<file path="src/rtl/branch_predictor_pkg.sv">
// rtl/branch_predictor_pkg.sv - shared counter encodings, default table size, counter step helper
package branch_predictor_pkg;

  localparam int BP_ENTRIES = 16;

  typedef enum logic [1:0] {
    BP_SNT = 2'b00,
    BP_WNT = 2'b01,
    BP_WT  = 2'b10,
    BP_ST  = 2'b11
  } bp_ctr_t;

  function automatic bp_ctr_t ctr_next(input bp_ctr_t c, input logic taken);
    if (taken) return (c == BP_ST) ? BP_ST : bp_ctr_t'(c + 2'd1);
    return (c == BP_SNT) ? BP_SNT : bp_ctr_t'(c - 2'd1);
  endfunction

endpackage

</file>
<file path="src/rtl/branch_predictor_bp_table.sv">
// rtl/branch_predictor_bp_table.sv - predictor storage: two async read ports, one sync write port
// Valid bits and counters reset asynchronously; tag and target arrays are left unreset.
module bp_table
  import branch_predictor_pkg::*;
#(
  parameter int ENTRIES = BP_ENTRIES,
  parameter int IDX_W   = 4,
  parameter int TAG_W   = 26,
  parameter int PC_W    = 32
) (
  input  logic             clk,
  input  logic             rst,
  input  logic [IDX_W-1:0] lk_idx,
  output logic             lk_valid,
  output logic [TAG_W-1:0] lk_tag,
  output logic [PC_W-1:0]  lk_target,
  output bp_ctr_t          lk_ctr,
  input  logic [IDX_W-1:0] ex_idx,
  output logic             ex_valid,
  output logic [TAG_W-1:0] ex_tag,
  output logic [PC_W-1:0]  ex_target,
  output bp_ctr_t          ex_ctr,
  input  logic             wr_en,
  input  logic [IDX_W-1:0] wr_idx,
  input  logic [TAG_W-1:0] wr_tag,
  input  logic [PC_W-1:0]  wr_target,
  input  bp_ctr_t          wr_ctr
);

  logic [ENTRIES-1:0] valid;
  bp_ctr_t            ctr    [ENTRIES];
  logic [TAG_W-1:0]   tag    [ENTRIES];
  logic [PC_W-1:0]    target [ENTRIES];

  always_ff @(posedge clk or posedge rst) begin
    if (rst) begin
      valid <= '0;
      for (int i = 0; i < ENTRIES; i++) ctr[i] <= BP_WNT;
    end else if (wr_en) begin
      valid[wr_idx] <= 1'b1;
      ctr[wr_idx]   <= wr_ctr;
    end
  end

  // Gate with rst so a write coinciding with reset leaves no partial state.
  always_ff @(posedge clk) begin
    if (wr_en && !rst) begin
      tag[wr_idx]    <= wr_tag;
      target[wr_idx] <= wr_target;
    end
  end

  assign lk_valid  = valid[lk_idx];
  assign lk_tag    = tag[lk_idx];
  assign lk_target = target[lk_idx];
  assign lk_ctr    = ctr[lk_idx];
  assign ex_valid  = valid[ex_idx];
  assign ex_tag    = tag[ex_idx];
  assign ex_target = target[ex_idx];
  assign ex_ctr    = ctr[ex_idx];

endmodule

</file>
<file path="src/rtl/branch_predictor.sv">
// rtl/branch_predictor.sv - direct-mapped BTB with 2-bit counters, mispredict flush and redirect
// Optional statistics counters are enabled by defining BP_STATS_EN.
module branch_predictor
  import branch_predictor_pkg::*;
#(
  parameter int ENTRIES = BP_ENTRIES,
  parameter int PC_W    = 32
) (
  input  logic            clk,
  input  logic            rst,
  input  logic [PC_W-1:0] if_pc,
  output logic            pred_taken,
  output logic [PC_W-1:0] pred_target,
  input  logic            ex_valid,
  input  logic [PC_W-1:0] ex_pc,
  input  logic            ex_pred_taken,
  input  logic [PC_W-1:0] ex_pred_target,
  input  logic            ex_taken,
  input  logic [PC_W-1:0] ex_target,
  input  logic            ex_stall,
  output logic            mispredict,
  output logic [PC_W-1:0] redirect_pc
`ifdef BP_STATS_EN
  ,
  output logic [31:0]     stat_branches,
  output logic [31:0]     stat_mispredicts
`endif
);

  localparam int IDX_W = $clog2(ENTRIES);
  localparam int TAG_W = PC_W - IDX_W - 2;

  logic             lk_valid, tb_ex_valid;
  logic [TAG_W-1:0] lk_tag, tb_ex_tag;
  logic [PC_W-1:0]  lk_target, tb_ex_target;
  bp_ctr_t          lk_ctr, tb_ex_ctr;
  logic             wr_en;
  logic [PC_W-1:0]  wr_target;
  bp_ctr_t          wr_ctr;
  logic             lk_hit, ex_hit, upd, mp_cond;
  logic [PC_W-1:0]  correct_pc;

  bp_table #(
    .ENTRIES(ENTRIES), .IDX_W(IDX_W), .TAG_W(TAG_W), .PC_W(PC_W)
  ) u_table (
    .clk      (clk),
    .rst      (rst),
    .lk_idx   (if_pc[IDX_W+1:2]),
    .lk_valid (lk_valid),
    .lk_tag   (lk_tag),
    .lk_target(lk_target),
    .lk_ctr   (lk_ctr),
    .ex_idx   (ex_pc[IDX_W+1:2]),
    .ex_valid (tb_ex_valid),
    .ex_tag   (tb_ex_tag),
    .ex_target(tb_ex_target),
    .ex_ctr   (tb_ex_ctr),
    .wr_en    (wr_en),
    .wr_idx   (ex_pc[IDX_W+1:2]),
    .wr_tag   (ex_pc[PC_W-1:IDX_W+2]),
    .wr_target(wr_target),
    .wr_ctr   (wr_ctr)
  );

  assign lk_hit      = lk_valid && (lk_tag == if_pc[PC_W-1:IDX_W+2]);
  assign pred_taken  = lk_hit && lk_ctr[1];
  assign pred_target = pred_taken ? lk_target : '0;

  assign upd    = ex_valid && !ex_stall;
  assign ex_hit = tb_ex_valid && (tb_ex_tag == ex_pc[PC_W-1:IDX_W+2]);

  // Misses that resolve not-taken never allocate, so they cannot evict a useful entry.
  always_comb begin
    wr_en     = upd && (ex_hit || ex_taken);
    wr_ctr    = ex_hit ? ctr_next(tb_ex_ctr, ex_taken) : BP_WT;
    wr_target = ex_taken ? ex_target : tb_ex_target;
  end

  assign mp_cond = upd && ((ex_taken != ex_pred_taken) ||
                           (ex_taken && ex_pred_taken && (ex_target != ex_pred_target)));
  assign correct_pc = ex_taken ? ex_target : ex_pc + PC_W'(4);

  always_ff @(posedge clk or posedge rst) begin
    if (rst) begin
      mispredict  <= 1'b0;
      redirect_pc <= '0;
    end else begin
      mispredict <= mp_cond;
      if (mp_cond) redirect_pc <= correct_pc;
    end
  end

`ifdef BP_STATS_EN
  always_ff @(posedge clk or posedge rst) begin
    if (rst) begin
      stat_branches    <= '0;
      stat_mispredicts <= '0;
    end else begin
      if (upd && stat_branches != '1) stat_branches <= stat_branches + 32'd1;
      if (mp_cond && stat_mispredicts != '1) stat_mispredicts <= stat_mispredicts + 32'd1;
    end
  end
`endif

  logic unused_bits;
  assign unused_bits = ^{if_pc[1:0], ex_pc[1:0], lk_ctr[0]};

endmodule

</file>
<file path="config.mk">
export PLATFORM = sky130hd
export DESIGN_NAME = branch_predictor
export DESIGN_NICKNAME = d
export VERILOG_FILES = /design/src/rtl/branch_predictor_pkg.sv /design/src/rtl/branch_predictor_bp_table.sv /design/src/rtl/branch_predictor.sv
export SDC_FILE = /design/constraint.sdc
export NUM_CORES = 1
export LEC_CHECK = 0
export CAP_MARGIN = 20
export CORE_MARGIN = 5
export CORE_UTILIZATION = 35
export CTS_CLUSTER_DIAMETER = 60
export DETAILED_ROUTE_END_ITERATION = 8
export PLACE_DENSITY_LB_ADDON = 0.3
export SLEW_MARGIN = 20
export SYNTH_ARGS = -nofsm -noshare
export SYNTH_HDL_FRONTEND = slang
export SYNTH_SLANG_ARGS = --single-unit
</file>
<file path="constraint.sdc">
create_clock -name clk -period 4.9 [get_ports clk]
set_input_delay 0.98 -clock clk [delete_from_list [all_inputs] [get_ports clk]]
set_output_delay 0.98 -clock clk [all_outputs]
set_load 0.02 [all_outputs]
</file>
==> flow_summary_export.csv, run 1 <==
group,metric,value,unit
status,outcome,"complete, but fails checks",
status,violations,"setup timing",
synthesis,async_flop_share,8.028,%
timing,hold_ws,0.4946,ns
synthesis,synthSimpleGateAreaFrac,3.657,%
critical_path,crit_arrival,3.99,ns
die,ioPinCount,200,
layout,synthToLayoutAreaGrowth,22.74,%
timing,clock.fmax,201.2,MHz
grt,grt_max_degree,129,
routing,routed_via_density,5.787,
critical_path,critPathTopFamily,"multiplexers",
synthesis,synth_compound_area_share,3.982,%
critical_path,critPathSlowestCell,"mux4_2",
grt,gr-usage-all-layers,20.28,%
die,die-area,0.1360,mm²
timing,tns,-0.7999,ns
routing,drcViolationCount,0,
placed_design,hpwl,91.21,mm
critical_path,cp_slowest_stage_delay,0.54,ns
die,rows,131,
synthesis,synth_nets,2566,
synthesis,yosysUniqueCellTypes,65,
placed_design,port_buffers,197,
die,die_x,368.8,µm
synthesis,synthMuxAreaShare,21.67,%
critical_path,startpoint_type,"primary input",
synthesis,synth_top_family_by_area,"multiplexers",
timing,relSlewSlack,33.25,%
layout,n_fill_cell,11050,
layout,fin_area,0.05530,mm²
synthesis,synthAdderAreaFrac,0.1833,%
clock_network,cts_sinks,1009,
routing,wl_per_cell,30.81,µm
synthesis,yosys.area_share.xor_xnor,2.138,%
min_path,hold_class,"register to register",
placed_design,dpl_cell_area,0.05117,mm²
clock_network,cts_buffer_depth,3,
timing,tightestPinTransition,1.001,ns
synthesis,synth_flop_cell,"edfxtp_1",
synthesis,yosys_warnings,0,
timing,finalWorstSetupSlack,-0.06927,ns
critical_path,path_class,"primary input to output pin",
power,p_leak,18.11,nW
power,p_total,19.72,mW
critical_path,path_buf_inv,7,
timing,grt_setup_unrepaired,"yes",
critical_path,critPathRequiredTime,3.92,ns
timing,fin_skew,0.03147,ns
synthesis,synth_edf_count,928,
critical_path,crit_chain,"buf_16 -> buf_16 -> buf_4 -> mux4_2 -> mux4_2 -> xnor2_2 -> nand4_1 -> nor2_2 -> nand4_1 -> buf_12 -> buf_6 -> nor2b_1 -> buf_4 -> buf_6",
clock_network,hold_buffers,0,
grt,antenna_found_initial,6,
routing,antenna_left,0,
power,ir_drop,0.3015,mV
clock_network,path_clk_slew,0.06,ns
timing,final_hold_viol_count,0,
routing,first_pass_iters,7,
synthesis,syn_inst,2427,
routing,vias,26460,
die,start_util,35.29,%
grt,grt_first_pass_wirelength,199.6,mm
grt,grt_overflow_total,0,
clock_network,ctsRootBufferMaster,"clkbuf_16",
clock_network,clkLatencyLatePin,0.71,ns
die,die_y,368.8,µm
grt,grt_pass1_vias,27080,
clock_network,cts_max_level,3,
placed_design,gp_congestion,0.9130,
routing,initialDrtViolationCount,3314,
timing,drv_slew,0,
die,core,0.1277,mm²
synthesis,ys_seq_elements,1009,
critical_path,crit_path_end_kind,"output pin",
flow_run,maxCapViolCount,0,
synthesis,syn_area,0.04506,mm²
synthesis,avgSynthCellArea,18.57,µm²
timing,setup_violations,31,
clock_network,numCtsBuffers,103,
synthesis,synth-seq-area-share,66.39,%
routing,wl,140.9,mm
power,power_density,356.6,mW/mm²
layout,drive_above_1_share,33.76,%
critical_path,cp_max_fo,16,
layout,fin_nets,2956,
timing,min_period,4.969,ns
timing,fin_crit_sh,101.4,%
clock_network,cts_tree,"done",
[layout make-up]
cell class	count	area, µm²	share of cell area (%)
clock buffers	129	2839	5.133
diodes	4	10.01	0.01810
repair buffers	449	4821	8.717
flip-flops and latches	1009	29910	54.09
inverters	38	145.1	0.2624
well taps	1662	2079	3.760
multi-input cells	1216	14780	26.73
clock inverters	65	713.2	1.290
[registers in the layout (all words and copies together), names as in the netlist]
| register | flops |
|---|---|
| u_table.ctr | 32 |
| u_table.tag | 416 |
| u_table.valid | 16 |
| mispredict | 1 |
| redirect_pc | 32 |
| u_table.target | 512 |
[per-stage QoR]
stage / worst slack, ns / util [%] / instances
6_report: -0.06927 / 43.31 / 4572
5_1_grt: -0.1443 / 43.31 / 4570
4_1_cts: -0.1320 / 43.10 / 4552
3_5_place_dp: -1.078 / 40.08 / 4352
3_3_place_gp: -1.098 / 40.06 / 4351
2_1_floorplan: -0.08908 / - / 2427
[synth_stat cells (12+ instances only)]
master / number / share of area [%]
buf_4: 12 / 0.20
xor2_1: 23 / 0.45
a22oi_1: 12 / 0.20
xnor2_1: 87 / 1.7
mux2i_1: 70 / 1.6
o21bai_1: 16 / 0.27
a311oi_1: 32 / 0.62
nand4_1: 18 / 0.25
o22ai_1: 16 / 0.22
dfrtp_1: 65 / 3.6
dfstp_2: 16 / 0.93
nor2b_1: 58 / 0.81
buf_2: 46 / 0.51
nand3_1: 23 / 0.26
a211o_1: 16 / 0.31
a211oi_1: 18 / 0.30
nor2_1: 80 / 0.67
nand2_1: 109 / 0.91
o21ai_0: 50 / 0.56
mux4_2: 373 / 19
clkbuf_1: 92 / 0.77
nor3_1: 16 / 0.18
inv_1: 36 / 0.30
mux2_2: 58 / 1.4
edfxtp_1: 928 / 62
a21oi_1: 41 / 0.46
[logic make-up after synthesis]
logic type | count (synthesis)
adder cells (fa/ha/maj) | 7
flip-flops | 1009
AO/OA/AOI/OAI | 254
multiplexers | 502
XOR/XNOR | 110
buffers and inverters | 202
AND/OR/NAND/NOR | 343
[final timing paths]
path	from	slack [ns]	cells after the start	endpoint
worst max-delay path	if_pc[2]	-0.07	14	pred_target[13]
worst min-delay path	u_table.valid[0]$_DFFE_PP0P_	0.49	1	u_table.valid[0]$_DFFE_PP0P_
max in group asynchronous	rst	3.39	3	u_table.ctr[16]$_DFFE_PP1P_
min in group asynchronous	rst	0.83	2	u_table.ctr[31]$_DFFE_PP0P_
worst min register to register	u_table.valid[0]$_DFFE_PP0P_	0.49	1	u_table.valid[0]$_DFFE_PP0P_
worst max register to register	u_table.tag[14][2]$_DFFE_PP_	1.36	11	u_table.ctr[25]$_DFFE_PP0P_
[layer usage]
layer	wire length (µm)	up-vias	GRT usage [%]
met5	0	-	0
met4	4199	0	5.836
met3	11460	193	3.986
met2	67410	1348	32.78
met1	57800	14110	28.07
li1	-	10810	-
[power by group]
group | internal, mW | switching (mW)
combinational | 0.902 | 1.07
sequential | 9.52 | 0.0946
clock | 4.72 | 3.41
[layout by cell type (no fill, tap or decap), drive strengths merged, types with 7 or more instances in the layout]
master           n
edfxtp         928
mux4           373
buf            293
clkdlybuf4s50  156
clkbuf         129
nand2          109
xnor2           87
nor2            80
mux2i           70
dfrtp           65
mux2            59
nor2b           58
o21ai           50
clkinv          45
inv             44
a21oi           41
a311oi          32
xor2            23
nand3           23
nand4           18
a211oi          18
o22ai           16
o21bai          16
a211o           16
dfstp           16
nor3            16
a22oi           12
and2            11
bufinv          11
a221oi           9
a22o             7
[what timing repair did]
| action | in CTS | in global routing |
|---|---|---|
| setup buffers | 5 | 17 |
| resized for setup | 221 | 31 |
| pin swaps | 11 | 7 |
| setup endpoints to repair | 33 | 33 |
| cloned | 4 | 0 |
No activity file was read; power rests on OpenSTA's default activity.
==> run 2, diff against run 1 <==
- TNS_END_PERCENT: not set -> 10
==> run 2 against run 1 <==
  * The run still ends with setup timing left
  * Largest cell class unchanged
  * Design area about the same
  * Largest power group unchanged
  * Clock-buffer cell count stayed put
  * Wire length about the same
  * Combinational power barely moved
  * Critical endpoint unchanged
  * Via count up 0.17%
==> flow_summary_export.csv, run 2 (synthesis gave the netlist of run 1 again) <==
group,metric,value,unit
timing,relSlewSlack,32.00,%
layout,largest-register,"u_table.target",
clock_network,cts_max_level,3,
layout,stdcell_count,4571,
die,core,0.1277,mm²
critical_path,crit_arrival,3.99,ns
routing,wl,140.9,mm
power,ir_drop,0.3020,mV
min_path,hold_class,"register to register",
critical_path,path_buf_inv,7,
critical_path,critPathRequiredTime,3.92,ns
clock_network,clkLatencyLatePin,0.71,ns
critical_path,critPathTopFamily,"multiplexers",
clock_network,cts_buffer_depth,3,
placed_design,hpwl,91.21,mm
clock_network,path_clk_slew,0.06,ns
clock_network,cts_sinks,1009,
min_path,hold_path.startpoint,"u_table.valid[0]$_DFFE_PP0P_",
timing,finalWorstSetupSlack,-0.07146,ns
critical_path,cp_max_fo,7,
critical_path,cp_num_cells,14,
die,die-area,0.1360,mm²
layout,seq_area,0.02991,mm²
die,die_x,368.8,µm
critical_path,crit_path_end_kind,"output pin",
die,ioPinCount,200,
layout,synthToLayoutAreaGrowth,22.70,%
min_path,hold_path_end,"u_table.valid[0]$_DFFE_PP0P_",
clock_network,numCtsBuffers,103,
clock_network,cts_tree,"done",
timing,tightestPinTransition,1.020,ns
layout,largest_reg_flops,512,
grt,grt_first_pass_wirelength,199.5,mm
power,power_density,356.7,mW/mm²
critical_path,ff2ff_setup_slack,1.37,ns
layout,n_fill_cell,11050,
flow_run,maxCapViolCount,0,
clock_network,ctsRootBufferMaster,"clkbuf_16",
layout,final_cell_mix,"edfxtp_1, mux4_2, buf_4, clkdlybuf4s50_1, nand2_1",
power,p_total,19.72,mW
timing,hold_ws,0.4933,ns
layout,utilization,43.30,%
timing,fin_skew,0.03030,ns
timing,drv_slew,0,
layout,reg_top3,"u_table.target (512), u_table.tag (416)",
routing,drcViolationCount,0,
critical_path,r2r_cells,11,
routing,first_pass_iters,5,
grt,grt_max_degree,129,
die,rows,131,
layout,multi_input_area,0.01477,mm²
grt,grt_pass1_vias,27070,
power,p_leak,18.10,nW
timing,clock.fmax,201.1,MHz
critical_path,r2r_end,"u_table.ctr[13]$_DFFE_PP0P_",
routing,routed_via_density,5.798,
routing,initialDrtViolationCount,3294,
layout,layout_commonest_cell,"edfxtp_1",
placed_design,port_buffers,197,
timing,fin_crit_sh,101.5,%
critical_path,path_class,"primary input to output pin",
timing,final_hold_viol_count,0,
placed_design,dp.cells,4352,
critical_path,startpoint_type,"primary input",
timing,setup_violations,31,
clock_network,hold_buffers,0,
critical_path,cp_slowest_stage_delay,0.51,ns
critical_path,critPathSlowestCell,"mux4_2",
routing,wl_per_cell,30.82,µm
min_path,whs_path_depth,1,
die,die_y,368.8,µm
grt,grt_overflow_total,0,
status,violations,"setup timing",
critical_path,crit_chain,"buf_16 -> buf_12 -> buf_4 -> mux4_2 -> mux4_2 -> xnor2_1 -> nand3_4 -> nor3_4 -> nand4_1 -> buf_12 -> buf_6 -> nor2b_1 -> buf_4 -> buf_6",
layout,drive_above_1_share,33.76,%
grt,gr-usage-all-layers,20.27,%
layout,fin_nets,2956,
placed_design,gp_congestion,0.9130,
timing,min_period,4.971,ns
timing,grt_setup_unrepaired,"yes",
die,start_util,35.29,%
critical_path,reg2reg_from,"u_table.tag[14][2]$_DFFE_PP_",
routing,vias,26500,
routing,antenna_left,0,
grt,antenna_found_initial,6,
status,outcome,"complete, but fails checks",
[run 2: how the worst max path moves through the flow]
stage                   from                           end  slack (ns)
CTS                 if_pc[2]                pred_target[9]       -0.13
global route        if_pc[2]               pred_target[13]       -0.14
floorplan           ex_pc[2]  u_table.tag[10][0]$_DFFE_PP_       -0.09
finish              if_pc[2]               pred_target[13]       -0.07
global placement    if_pc[2]               pred_target[19]       -1.10
detailed placement  if_pc[2]               pred_target[24]       -1.08
[run 2: power by group]
part | leakage, nW | switching, mW | total, mW | internal (mW)
Combinational | 7.02 | 1.07 | 1.97 | 0.902
Sequential | 9.33 | 0.0945 | 9.62 | 9.52
Clock | 1.75 | 3.41 | 8.13 | 4.72
[run 2: layout make-up]
cell class              count  share of cell area (%)
clock inverters            65                   1.290
inverters                  38                  0.2625
flip-flops and latches   1009                   54.11
repair buffers            449                   8.707
multi-input cells        1216                   26.72
diodes                      3                 0.01358
clock buffers             129                   5.135
well taps                1662                   3.761
[run 2: per-layer routing]
layer,GRT usage (%),vias up,wire length (µm)
li1,-,10810,-
met4,5.836,0,4238
met2,32.77,1374,67470
met1,28.06,14120,57670
met3,3.986,194,11500
met5,0,-,0
[run 2: timing repair]
action,in CTS,in global routing
gates resized for setup,213,37
buffers inserted,5,17
pin swaps,11,7
endpoints found under the setup margin,33,33
gates cloned,4,0
[run 2: through the flow]
| step | setup WS [ns] | setup TNS (ns) | cell area, µm² |
|---|---|---|---|
| final | -0.07146 | -0.8856 | 55280 |
| after global routing | -0.1443 | -3.080 | 55280 |
| after CTS | -0.1320 | -1.268 | 55000 |
| after detailed placement | -1.078 | -33.80 | 51170 |
| after floorplan | -0.08908 | -34.53 | 45060 |
| after global placement | -1.098 | -34.80 | 51150 |
